`config.mk`:
```
export PLATFORM = sky130hd
export DESIGN_NAME = mult_div_unit
export DESIGN_NICKNAME = d
export VERILOG_FILES = /design/src/rtl/mips_pkg.sv /design/src/rtl/mdu_step.sv /design/src/rtl/mult_div_unit.sv
export SDC_FILE = /design/constraint.sdc
export NUM_CORES = 1
export LEC_CHECK = 0
export BUFFER_PORTS_ARGS = -buffer_cell sky130_fd_sc_hd__buf_2
export CORE_MARGIN = 2
export CORE_UTILIZATION = 26
export CTS_CLUSTER_SIZE = 40
export DETAILED_ROUTE_END_ITERATION = 6
export GPL_TIMING_DRIVEN = 0
export PLACE_DENSITY = 0.53
export REMOVE_ABC_BUFFERS = 1
export SYNTH_ARGS = -nofsm -noshare
export SYNTH_HDL_FRONTEND = slang
export SYNTH_HIERARCHICAL = 1
export SYNTH_SLANG_ARGS = --single-unit
```
`constraint.sdc`:
```
create_clock -name clk -period 3.2 [get_ports clk]
set_input_delay 0.32 -clock clk [delete_from_list [all_inputs] [get_ports clk]]
set_output_delay 0.32 -clock clk [all_outputs]
set_load 0.1 [all_outputs]
```
`src/rtl/mips_pkg.sv`:
```
// Shared definitions for the multi-cycle MIPS core: MDU state encoding and
// the R-type funct codes that drive the multiply/divide unit.
package mips_pkg;

    typedef enum logic [1:0] {
        IDLE = 2'd0,
        RUN  = 2'd1,
        FIX  = 2'd2,
        DZ   = 2'd3
    } mdu_state_t;

    localparam logic [5:0] FUNCT_MULT = 6'h18;
    localparam logic [5:0] FUNCT_DIV  = 6'h1A;
    localparam logic [5:0] FUNCT_MFHI = 6'h10;
    localparam logic [5:0] FUNCT_MFLO = 6'h12;

    // True for the two funct codes that start a multi-cycle MDU operation.
    function automatic logic is_mdu_start_funct(input logic [5:0] funct);
        return (funct == FUNCT_MULT) || (funct == FUNCT_DIV);
    endfunction

endpackage

```
`src/rtl/mdu_step.sv`:
```
// One iteration of the MDU datapath: shift-add multiply or restoring divide
// on unsigned magnitudes held in a {hi,lo} register pair.
module mdu_step #(
    parameter int WIDTH = 32
) (
    input  logic             op_div,
    input  logic [WIDTH-1:0] hi_in,
    input  logic [WIDTH-1:0] lo_in,
    input  logic [WIDTH-1:0] operand,
    output logic [WIDTH-1:0] hi_out,
    output logic [WIDTH-1:0] lo_out
);

    logic [WIDTH:0] add_sum;
    logic [WIDTH:0] sub_tmp;
    logic [WIDTH:0] sub_diff;

    // Multiply: lo holds the multiplier, hi the partial product; the carry bit
    // of the add shifts into hi. Divide: hi is the partial remainder, lo shifts
    // the dividend out and the quotient bits in; bit WIDTH of the difference is
    // the borrow.
    always_comb begin
        add_sum  = {1'b0, hi_in} + (lo_in[0] ? {1'b0, operand} : '0);
        sub_tmp  = {hi_in, lo_in[WIDTH-1]};
        sub_diff = sub_tmp - {1'b0, operand};
        hi_out   = hi_in;
        lo_out   = lo_in;
        if (op_div) begin
            if (!sub_diff[WIDTH]) begin
                hi_out = sub_diff[WIDTH-1:0];
                lo_out = {lo_in[WIDTH-2:0], 1'b1};
            end else begin
                hi_out = sub_tmp[WIDTH-1:0];
                lo_out = {lo_in[WIDTH-2:0], 1'b0};
            end
        end else begin
            hi_out = add_sum[WIDTH:1];
            lo_out = {add_sum[0], lo_in[WIDTH-1:1]};
        end
    end

endmodule

```
`src/rtl/mult_div_unit.sv`:
```
// Multi-cycle signed MULT/DIV engine with HI/LO registers, one bit per cycle,
// sign fix-up in a final cycle; feeds mfhi/mflo of the write-data mux.
module mult_div_unit
    import mips_pkg::*;
#(
    parameter int WIDTH = 32
) (
    input  logic             clk,
    input  logic             reset,
    input  logic             start_mult,
    input  logic             start_div,
    input  logic [WIDTH-1:0] a,
    input  logic [WIDTH-1:0] b,
    output logic             busy,
    output logic             done,
    output logic             div_zero,
    output logic [WIDTH-1:0] hi,
    output logic [WIDTH-1:0] lo
);

    localparam int CW = (WIDTH > 1) ? $clog2(WIDTH) : 1;

    mdu_state_t       state;
    logic [CW-1:0]    counter;
    logic             op_div;
    logic             neg_result;
    logic             neg_rem;
    logic [WIDTH-1:0] acc_hi;
    logic [WIDTH-1:0] acc_lo;
    logic [WIDTH-1:0] operand_b;
    logic [WIDTH-1:0] abs_a;
    logic [WIDTH-1:0] abs_b;
    logic [WIDTH-1:0] step_hi;
    logic [WIDTH-1:0] step_lo;
    logic [2*WIDTH-1:0] product_fixed;
    logic [WIDTH-1:0] quot_fixed;
    logic [WIDTH-1:0] rem_fixed;
    logic             accept;

    // Magnitudes stay unsigned in WIDTH bits so the most negative value maps to 2^(WIDTH-1).
    assign abs_a  = a[WIDTH-1] ? -a : a;
    assign abs_b  = b[WIDTH-1] ? -b : b;
    assign accept = (state == IDLE) && (start_mult || start_div);
    assign busy   = (state != IDLE);

    assign product_fixed = neg_result ? -{acc_hi, acc_lo} : {acc_hi, acc_lo};
    assign quot_fixed    = neg_result ? -acc_lo : acc_lo;
    assign rem_fixed     = neg_rem ? -acc_hi : acc_hi;

    mdu_step #(
        .WIDTH(WIDTH)
    ) u_step (
        .op_div (op_div),
        .hi_in  (acc_hi),
        .lo_in  (acc_lo),
        .operand(operand_b),
        .hi_out (step_hi),
        .lo_out (step_lo)
    );

    // Sequencer: accept in IDLE (MULT wins a tie), iterate WIDTH times in RUN,
    // apply signs and commit HI/LO in FIX; a zero divisor short-cuts through DZ.
    always_ff @(posedge clk or negedge reset) begin
        if (!reset) begin
            state      <= IDLE;
            counter    <= '0;
            op_div     <= 1'b0;
            neg_result <= 1'b0;
            neg_rem    <= 1'b0;
            acc_hi     <= '0;
            acc_lo     <= '0;
            operand_b  <= '0;
            done       <= 1'b0;
            div_zero   <= 1'b0;
            hi         <= '0;
            lo         <= '0;
        end else begin
            done <= 1'b0;
            case (state)
                IDLE: begin
                    if (accept) begin
                        op_div     <= !start_mult;
                        neg_result <= a[WIDTH-1] ^ b[WIDTH-1];
                        neg_rem    <= a[WIDTH-1];
                        acc_hi     <= '0;
                        acc_lo     <= abs_a;
                        operand_b  <= abs_b;
                        div_zero   <= 1'b0;
                        counter    <= CW'(WIDTH - 1);
                        state      <= (!start_mult && (b == '0)) ? DZ : RUN;
                    end
                end
                RUN: begin
                    acc_hi  <= step_hi;
                    acc_lo  <= step_lo;
                    counter <= counter - CW'(1);
                    if (counter == '0) begin
                        state <= FIX;
                    end
                end
                FIX: begin
                    if (op_div) begin
                        hi <= rem_fixed;
                        lo <= quot_fixed;
                    end else begin
                        hi <= product_fixed[2*WIDTH-1:WIDTH];
                        lo <= product_fixed[WIDTH-1:0];
                    end
                    done  <= 1'b1;
                    state <= IDLE;
                end
                DZ: begin
                    div_zero <= 1'b1;
                    done     <= 1'b1;
                    state    <= IDLE;
                end
                default: state <= IDLE;
            endcase
        end
    end

endmodule

```
==> impl_metrics.csv, run 1 <==
group,metric,value,unit
logic_synthesis,avgSynthCellArea,8.02,sq um
floorplan,rows,86,
critical_path,crit_chain,"ha_4, fa_2, nor2b_4, o31ai_4, a21o_4, o211ai_4, a31oi_4, o211ai_4, buf_12, clkbuf_16, nor2_1, a211oi_1, a21oi_1, nand2_1, nand2_1",
power_and_ir_drop,p_per_area,1320,nW/um^2
cells_and_area,finalInstanceArea,17600,sq um
critical_path,crit_path_top_delay_cell,"dfrtp_2",
timing,rsz0062_at_grt,"true",
cts,numCtsBuffers,17,
timing,skew,9.44,ps
detailed_routing,vias,13967,
cells_and_area,drive_gt1_frac,0.207,
power_and_ir_drop,p_clk_frac,0.099,
power_and_ir_drop,switching_share,0.521,
timing,setup_viol,11,
floorplan,initial_utilization,0.263,
critical_path,arrival,3690,ps
detailed_routing,totalWireLength,50.1,mm
logic_synthesis,async_flop_share,1.00,
logic_synthesis,ys_seq_elements,172,
placement,place_area,16000,sq um
logic_synthesis,synthTopCellsByArea,"dfrtp_1 30%, xor2_1 6.8%, nand2_1 6.8%, o21ai_0 6.3%, ha_1 5.9%",
grt,antenna_found_initial,10,
cells_and_area,nFillCells,5877,
grt,grt_usage,0.171,
grt,grt_max_degree,93,
cts,clkLatencyLatePin,470,ps
logic_synthesis,synth-edff-count,0,
placement,dp.cells,2600,
detailed_routing,drcViolationCount,0,
logic_synthesis,yosysTopAreaCell,"dfrtp_1",
flow_run,max-cap-violations,0,
power_and_ir_drop,p_int,0.0112,W
floorplan,die_width,240,um
critical_path,cp_max_fo,9,
hold_path,min_path_type,"in -> reg",
timing,finalSetupTns,-595,ps
grt,grt_first_pass_wirelength,76.7,mm
timing,min_period,3320,ps
power_and_ir_drop,pwr-share-seq,0.195,
detailed_routing,wl_per_cell,18.7,um
floorplan,num_io_pins,135,
floorplan,dieArea,57700,sq um
outcome,status,"finished with violations",
cts,htree_levels,4,
detailed_routing,ant_nets,0,
power_and_ir_drop,power_leakage,7.58,nW
power_and_ir_drop,total_power,0.0233,W
logic_synthesis,yosysWarnings,6,
critical_path,start_kind,"register",
critical_path,critPathKind,"reg -> reg",
timing,drv_slew,0,
logic_synthesis,synth_top_area_share,0.297,
detailed_routing,drtIter0Drc,951,
cts,cts_tree,"built",
timing,fmaxAchievable,0.301,GHz
critical_path,max_stage_delay,470,ps
cells_and_area,finalNonFillerCells,2676,
cts,cts_root_buf,"clkbuf_16",
grt,overflow,0,
power_and_ir_drop,irDropWorstVdd,0.455,mV
timing,period_share,1.04,
cts,clk_pin_slew,70,ps
outcome,violations,"negative setup slack",
placement,port_buffers,134,
logic_synthesis,synth.distinct_cells,88,
floorplan,die_y,240,um
cts,clk_path_buf_depth,2,
timing,final.setup.worst_slack,-123,ps
timing,slew_headroom,0.153,
power_and_ir_drop,p_sw,0.0122,W
cts,clock-sinks,172,
timing,hold_viol_final,0,
cells_and_area,fin_nets,2048,
placement,routabilityCongestion,0.875,
detailed_routing,drtPass1Iterations,5,
critical_path,worstPathRequired,3560,ps
power_and_ir_drop,p_comb_frac,0.706,
cells_and_area,area_growth,21.6,%
placement,dp_hpwl,36.2,mm
placement,pre_cts_ws,-1010,ps
timing,worst_pin_slew,1260,ps
detailed_routing,viasPerCell,5.22,
critical_path,crit_buf_inv,2,
critical_path,critical_path.top_delay_family,"compound AO/OA/AOI/OAI gates",
logic_synthesis,synth_ff_type,"dfrtp_1",
grt,first_global_vias,13145,
critical_path,end_kind,"register",
logic_synthesis,syn_inst,1809,
logic_synthesis,synth-seq-area-share,0.297,
logic_synthesis,syn_area,14500,sq um
floorplan,coreArea,55100,sq um
-- timing repair --
action | CTS | global route
endpoints found under the setup margin | 46 | 39
pin swaps | 17 | 27
cloned | 2 | 2
setup buffers | 16 | 18
gates resized for setup | 77 | 77
hold endpoints to repair | 91 | 0
hold buffers | 1 | 0
-- stage by stage --
step | util | hold slack, ps
floorplan | - | 24.4
global placement | 0.284 | 460
detailed placement | 0.290 | 403
CTS | 0.311 | 106
global route | 0.320 | 131
finish | 0.320 | 130
-- synthesized netlist by cell type (7+ instances only) --
library cell,count
o31ai_1,39
inv_1,57
or3_1,16
a31oi_1,10
o21a_1,10
nor2_1,90
or4_1,17
mux2i_1,13
buf_2,7
buf_1,8
o41ai_1,17
and2_1,35
dfrtp_1,172
a21oi_1,103
nand2b_1,14
o21ai_1,12
mux2_2,32
nor2b_1,14
o22ai_1,18
a211oi_1,15
xnor2_1,55
a21oi_2,10
nor3_1,38
nand3_1,62
o211ai_1,12
or2_2,7
and3_1,13
clkbuf_1,81
a21o_1,39
o21ai_0,183
nor4_1,28
ha_1,69
o21bai_1,8
nand4_1,17
nand2_1,261
xor2_1,113
-- flip-flops by register name (all words and copies together) (netlist names), 2 cells and up --
register and cells:
acc_lo 32, state 2, acc_hi 32, hi 32
operand_b 32, counter 5, lo 32
-- layout by cell type (no fill, tap or decap), types with 25 or more instances in the layout --
cell type  count
mux2_2        32
nor4_1        25
nor2_1        80
a21oi_1       94
a21o_1        38
nand2_1      260
buf_2        133
o31ai_1       36
ha_1          48
nor3_1        35
dfrtp_1      151
nand3_1       62
buf_4         29
and2_1        34
xnor2_1       54
inv_1         57
xor2_1       113
o21ai_0      173
-- per-layer routing --
layer | vias to the layer above | track usage | share of wire
li1 | 6779 | - | -
met4 | 6 | 0.0580 | 0.021
met3 | 55 | 0.0258 | 0.043
met1 | 6820 | 0.231 | 0.46
met2 | 307 | 0.277 | 0.47
met5 | - | 0 | 0.00074
-- final timing paths --
kind | startpoint | endpoint | cells past startpoint | slack [ps]
max | operand_b[0] | acc_hi[12] | 15 | -120
min | start_mult | op_div | 2 | 130
max reg2reg | operand_b[0] | acc_hi[12] | 15 | -120
min reg2reg | lo[24] | lo[24] | 2 | 470
max in group asynchronous | reset | acc_hi[14] | 3 | 1830
min in group asynchronous | reset | lo[2] | 2 | 450
-- final cells by class --
type,count,area (sq um),share of cell area
diodes,6,15.0,0.000851
clock buffers,20,457,0.0259
clock inverters,12,174,0.00986
inverters,58,219,0.0124
multi-input cells,1476,10200,0.577
flip-flops and latches,172,4340,0.246
well taps,748,936,0.0530
repair buffers,184,1330,0.0756
-- kinds of logic (layout without fill, tap and decap cells) --
| group | Yosys count | after routing | share of synthesized area |
|---|---|---|---|
| flip-flops | 172 | 172 | 0.297 |
| XOR/XNOR | 168 | 168 | 0.101 |
| AND/OR/NAND/NOR | 641 | 641 | 0.213 |
| buffers and inverters | 161 | 274 | 0.0459 |
| AO/OA/AOI/OAI | 550 | 550 | 0.246 |
| other | 0 | 6 | 0 |
| multiplexers | 46 | 46 | 0.0346 |
| adder cells (fa/ha/maj) | 71 | 71 | 0.0623 |
-- power groups by stage --
stage	registers (W)	logic, W	clock network (W)
2_1_floorplan	0.00476	0.00971	0
3_3_place_gp	0.00469	0.0133	0
3_5_place_dp	0.00459	0.0139	0
4_1_cts	0.00452	0.0152	0.00236
5_1_grt	0.00471	0.0179	0.00244
6_report	0.00456	0.0165	0.00230
(Power assumes the default switching activity.)
==> inputs of run 2 (changes only) <==
--- a/config.mk
+++ b/config.mk
@@ -6,7 +6,6 @@
 export NUM_CORES = 1
 export LEC_CHECK = 0
 export BUFFER_PORTS_ARGS = -buffer_cell sky130_fd_sc_hd__buf_2
-export CORE_MARGIN = 2
 export CORE_UTILIZATION = 26
 export CTS_CLUSTER_SIZE = 40
 export DETAILED_ROUTE_END_ITERATION = 6
==> impl_metrics.csv, run 2 (synthesis gave the netlist of run 1 again) <==
group,metric,value,unit
hold_path,min_path_type,"in -> reg",
detailed_routing,drtIter0Drc,994,
floorplan,num_io_pins,135,
cts,htree_levels,4,
placement,pre_cts_ws,-1030,ps
cts,clk_path_buf_depth,2,
flow_run,max-cap-violations,0,
placement,place_area,16000,sq um
critical_path,worstPathRequired,3560,ps
detailed_routing,drtPass1Iterations,5,
cells_and_area,fin_nets,2053,
detailed_routing,viasPerCell,5.18,
timing,drv_slew,0,
detailed_routing,vias,13873,
placement,port_buffers,134,
floorplan,die_y,238,um
timing,hold_viol_final,0,
timing,min_period,3400,ps
cts,numCtsBuffers,17,
timing,skew,16.0,ps
floorplan,initial_utilization,0.263,
grt,grt_max_degree,99,
floorplan,coreArea,55100,sq um
detailed_routing,wl_per_cell,18.7,um
placement,routabilityCongestion,0.853,
floorplan,die_width,238,um
cts,cts_tree,"built",
critical_path,crit_chain,"ha_4, fa_2, nor2b_4, o31ai_4, a21o_4, o211ai_4, buf_6, a31oi_4, o211ai_4, buf_12, buf_12, buf_4, nor2_4, a211oi_2, a21oi_1, nand2_1, nand2_1",
placement,dp_hpwl,36.2,mm
critical_path,max_stage_delay,460,ps
grt,grt_first_pass_wirelength,77.8,mm
detailed_routing,ant_nets,0,
timing,rsz0062_at_grt,"true",
grt,grt_usage,0.175,
cells_and_area,finalInstanceArea,17600,sq um
outcome,status,"finished with violations",
cells_and_area,final_common_cell,"nand2_1",
grt,first_global_vias,13151,
critical_path,arrival,3750,ps
timing,setup_viol,35,
timing,final.setup.worst_slack,-195,ps
critical_path,start_kind,"register",
grt,overflow,0,
cells_and_area,area_growth,21.4,%
cts,clock-sinks,172,
critical_path,end_kind,"register",
critical_path,cp_max_fo,8,
detailed_routing,drcViolationCount,0,
cells_and_area,drive_gt1_frac,0.207,
timing,period_share,1.06,
timing,slew_headroom,0.153,
timing,fmaxAchievable,0.295,GHz
cts,clk_pin_slew,70,ps
timing,worst_pin_slew,1260,ps
detailed_routing,totalWireLength,50.2,mm
floorplan,rows,86,
cts,clkLatencyLatePin,470,ps
cells_and_area,layout_common_cells,"259 x nand2_1, 174 x o21ai_0, 153 x dfrtp_1, 133 x buf_2, 113 x xor2_1",
outcome,violations,"negative setup slack",
floorplan,dieArea,56800,sq um
critical_path,critPathKind,"reg -> reg",
cells_and_area,nFillCells,5875,
cts,cts_root_buf,"clkbuf_16",
grt,antenna_found_initial,5,
critical_path,crit_path_top_delay_cell,"dfrtp_2",
==> run 2: changes by cell type in the layout (fill, tap and decap cells not counted), sizes merged <==
cell,change
inv,-2
clkinvlp,+1
clkinv,+2
bufinv,-2
diode,-3
buf,+6
==> run 2: final timing paths <==
check	from	end	slack, ps	depth (start not counted)
max reg2reg	operand_b[0]	acc_hi[12]	-200	17
min in group asynchronous	reset	lo[1]	400	2
max in group asynchronous	reset	acc_hi[15]	1820	3
max	operand_b[0]	acc_hi[12]	-200	17
min	start_mult	op_div	140	2
min reg2reg	hi[22]	hi[22]	470	2
==> run 2: what timing repair did <==
| item | 4_1_cts | 5_1_grt |
|---|---|---|
| cloned | 4 | 1 |
| pin swaps | 32 | 38 |
| hold buffers | 1 | 0 |
| setup endpoints to repair | 47 | 44 |
| endpoints found under the hold margin | 74 | 0 |
| resized for setup | 100 | 50 |
| setup buffers | 30 | 7 |
==> run 2: per-layer routing <==
| metal | GRT usage | part of all wire | vias up |
|---|---|---|---|
| li1 | - | - | 6765 |
| met1 | 0.239 | 0.47 | 6766 |
| met2 | 0.283 | 0.47 | 287 |
| met3 | 0.0246 | 0.041 | 49 |
| met4 | 0.0550 | 0.020 | 6 |
| met5 | 0 | 0.00068 | - |
==> run 2: worst max-delay path, delay by kind of cell, from the launching register on <==
kind	cells	cell delay [ps]
AO/OA/AOI/OAI	7	1210
adder cells (fa/ha/maj)	2	620
buffers and inverters	4	610
flip-flops	1	460
AND/OR/NAND/NOR	4	360
==> run 2: stage by stage <==
stage          cells   util  TNS (ps)  hold WS (ps)
6_report        2678  0.320     -3260           145
5_1_grt         2676  0.320     -5610           145
4_1_cts         2667  0.314      -331           130
3_5_place_dp    2600  0.290    -22840           346
3_3_place_gp    2588  0.284   -796090           460
2_1_floorplan   1706      -   -194020          24.4
==> run 2: area by class of cell <==
type | instances | area (sq um) | share of cell area
multi-input cells | 1476 | 10100 | 0.575
flip-flops and latches | 172 | 4330 | 0.246
repair buffers | 189 | 1430 | 0.0812
well taps | 748 | 936 | 0.0531
clock buffers | 21 | 450 | 0.0256
inverters | 58 | 219 | 0.0124
clock inverters | 11 | 109 | 0.00618
diodes | 3 | 7.51 | 0.000426
Power of run 2 is left out: the tool's default activity adds up to more than one toggle a clock period on the data nets, which glitch-free logic cannot reach.
==> inputs of run 3 (changes only) <==
--- a/config.mk
+++ b/config.mk
@@ -10,7 +10,7 @@
 export CTS_CLUSTER_SIZE = 40
 export DETAILED_ROUTE_END_ITERATION = 6
 export GPL_TIMING_DRIVEN = 0
-export PLACE_DENSITY = 0.53
+export PLACE_DENSITY = 0.51
 export REMOVE_ABC_BUFFERS = 1
 export SYNTH_ARGS = -nofsm -noshare
 export SYNTH_HDL_FRONTEND = slang
==> constraint.sdc (replaced) <==
create_clock -name clk -period 3.63 [get_ports clk]
set_input_delay 0.363 -clock clk [delete_from_list [all_inputs] [get_ports clk]]
set_output_delay 0.363 -clock clk [all_outputs]
set_load 0.1 [all_outputs]
==> impl_metrics.csv, run 3 (synthesis gave the netlist of run 1 again) <==
group,metric,value,unit
cells_and_area,nFillCells,6016,
floorplan,rows,86,
power_and_ir_drop,p_per_area,1110,nW/um^2
detailed_routing,drtPass1Iterations,5,
outcome,status,"finished, final reports clean",
critical_path,reg2reg_depth,15,
cells_and_area,final_common_cell,"nand2_1",
timing,period_share,0.959,
timing,drv_slew,0,
critical_path,critPathKind,"reg -> reg",
grt,grt_usage,0.169,
timing,min_period,3480,ps
cells_and_area,regArea,4320,sq um
critical_path,crit_cells,15,
cells_and_area,fin_nets,2026,
placement,dp.cells,2599,
critical_path,end_kind,"register",
hold_path,min_path_type,"in -> reg",
detailed_routing,viasPerCell,5.18,
floorplan,initial_utilization,0.263,
critical_path,critical_path.top_delay_family,"compound AO/OA/AOI/OAI gates",
timing,skew,14.7,ps
floorplan,die_width,238,um
detailed_routing,drtIter0Drc,1025,
critical_path,arrival,3880,ps
critical_path,worstPathRequired,4030,ps
timing,rsz0062_at_grt,"false",
grt,grt_first_pass_wirelength,75.2,mm
timing,fin_hold_ws,130,ps
grt,antenna_found_initial,2,
detailed_routing,totalWireLength,48.7,mm
timing,worst_pin_slew,1010,ps
flow_run,max-cap-violations,0,
placement,port_buffers,134,
cts,numCtsBuffers,17,
floorplan,num_io_pins,135,
cts,clk_pin_slew,80,ps
floorplan,dieArea,56800,sq um
grt,grt_max_degree,88,
cts,htree_levels,4,
cells_and_area,area_growth,15.8,%
timing,fmaxAchievable,0.287,GHz
power_and_ir_drop,power_leakage,7.34,nW
critical_path,crit_path_top_delay_cell,"dfrtp_4",
timing,hold_viol_final,0,
cts,clock-sinks,172,
power_and_ir_drop,irDropWorstVdd,0.400,mV
hold_path,holdPathStages,2,
floorplan,coreArea,55100,sq um
cts,clkLatencyLatePin,470,ps
cts,cts_root_buf,"clkbuf_16",
placement,routabilityCongestion,0.898,
critical_path,cp_max_fo,8,
detailed_routing,drcViolationCount,0,
timing,slew_headroom,0.325,
floorplan,die_y,238,um
critical_path,crit_chain,"buf_4, and2_1, ha_1, a21oi_1, o21ai_0, or2_2, a2111oi_4, nor3_2, o41ai_2, buf_4, xnor2_1, o21ai_1, a21oi_1, nand2_1, nand2_1",
cts,clk_path_buf_depth,2,
placement,dp_hpwl,36.1,mm
critical_path,crit_buf_inv,2,
cells_and_area,multi_input_area,9680,sq um
cts,cts_tree,"built",
critical_path,max_stage_delay,520,ps
grt,first_global_vias,12872,
detailed_routing,wl_per_cell,18.4,um
timing,setup_viol,0,
detailed_routing,ant_nets,0,
critical_path,start_kind,"register",
detailed_routing,vias,13726,
grt,overflow,0,
cells_and_area,drive_gt1_frac,0.153,
cells_and_area,finalNonFillerCells,2649,
cells_and_area,layout_common_cells,"261 x nand2_1, 183 x o21ai_0, 166 x dfrtp_1, 134 x buf_2, 113 x xor2_1",
## run 3: power by group
part           switching (W)  leakage (nW)  total [W]  internal (W)
registers            0.00128          2.19    0.00393       0.00265
clock network       0.000862         0.272    0.00184      0.000976
logic                0.00784          4.87     0.0129       0.00508
total                0.00999          7.34     0.0187       0.00870
## run 3: layer usage
layer  vias to the layer above  wire length, um  track usage
met2                       284            23200        0.276
met4                         2              836       0.0464
met1                      6697            22900        0.230
li1                       6701                -            -
met3                        42             1780       0.0241
met5                         -               13            0
## run 3: worst paths after layout
path,to,start,slack (ps)
hold / removal,op_div,start_mult,130
min in group asynchronous,lo[26],reset,500
setup reg to reg,acc_hi[29],acc_lo[0],150
setup / recovery,acc_hi[29],acc_lo[0],150
hold reg to reg,lo[0],lo[0],480
max in group asynchronous,operand_b[29],reset,2240
## run 3: stage by stage
step,utilization,cell area [sq um],power (W),setup TNS [ps],setup WS [ps]
floorplan,-,14100,0.0128,-152880,-2210
global placement,0.284,15700,0.0160,-660660,-6620
detailed placement,0.290,16000,0.0162,-14360,-707
CTS,0.303,16700,0.0184,0,18.5
global route,0.305,16800,0.0202,0,10.4
finish,0.305,16800,0.0187,0,150
## run 3: layout make-up
cell class              instances  area share
multi-input cells            1477       0.576
clock buffers                  21      0.0268
clock inverters                11     0.00670
repair buffers                161      0.0647
inverters                      58      0.0130
flip-flops and latches        172       0.257
well taps                     748      0.0557
diodes                          1    0.000149
## run 3: what timing repair did
action,CTS,global route
hold buffers,1,0
gates cloned,1,1
resized for setup,14,9
endpoints found under the setup margin,34,19
pin swaps,5,5
setup buffers,7,5
hold endpoints to repair,86,0
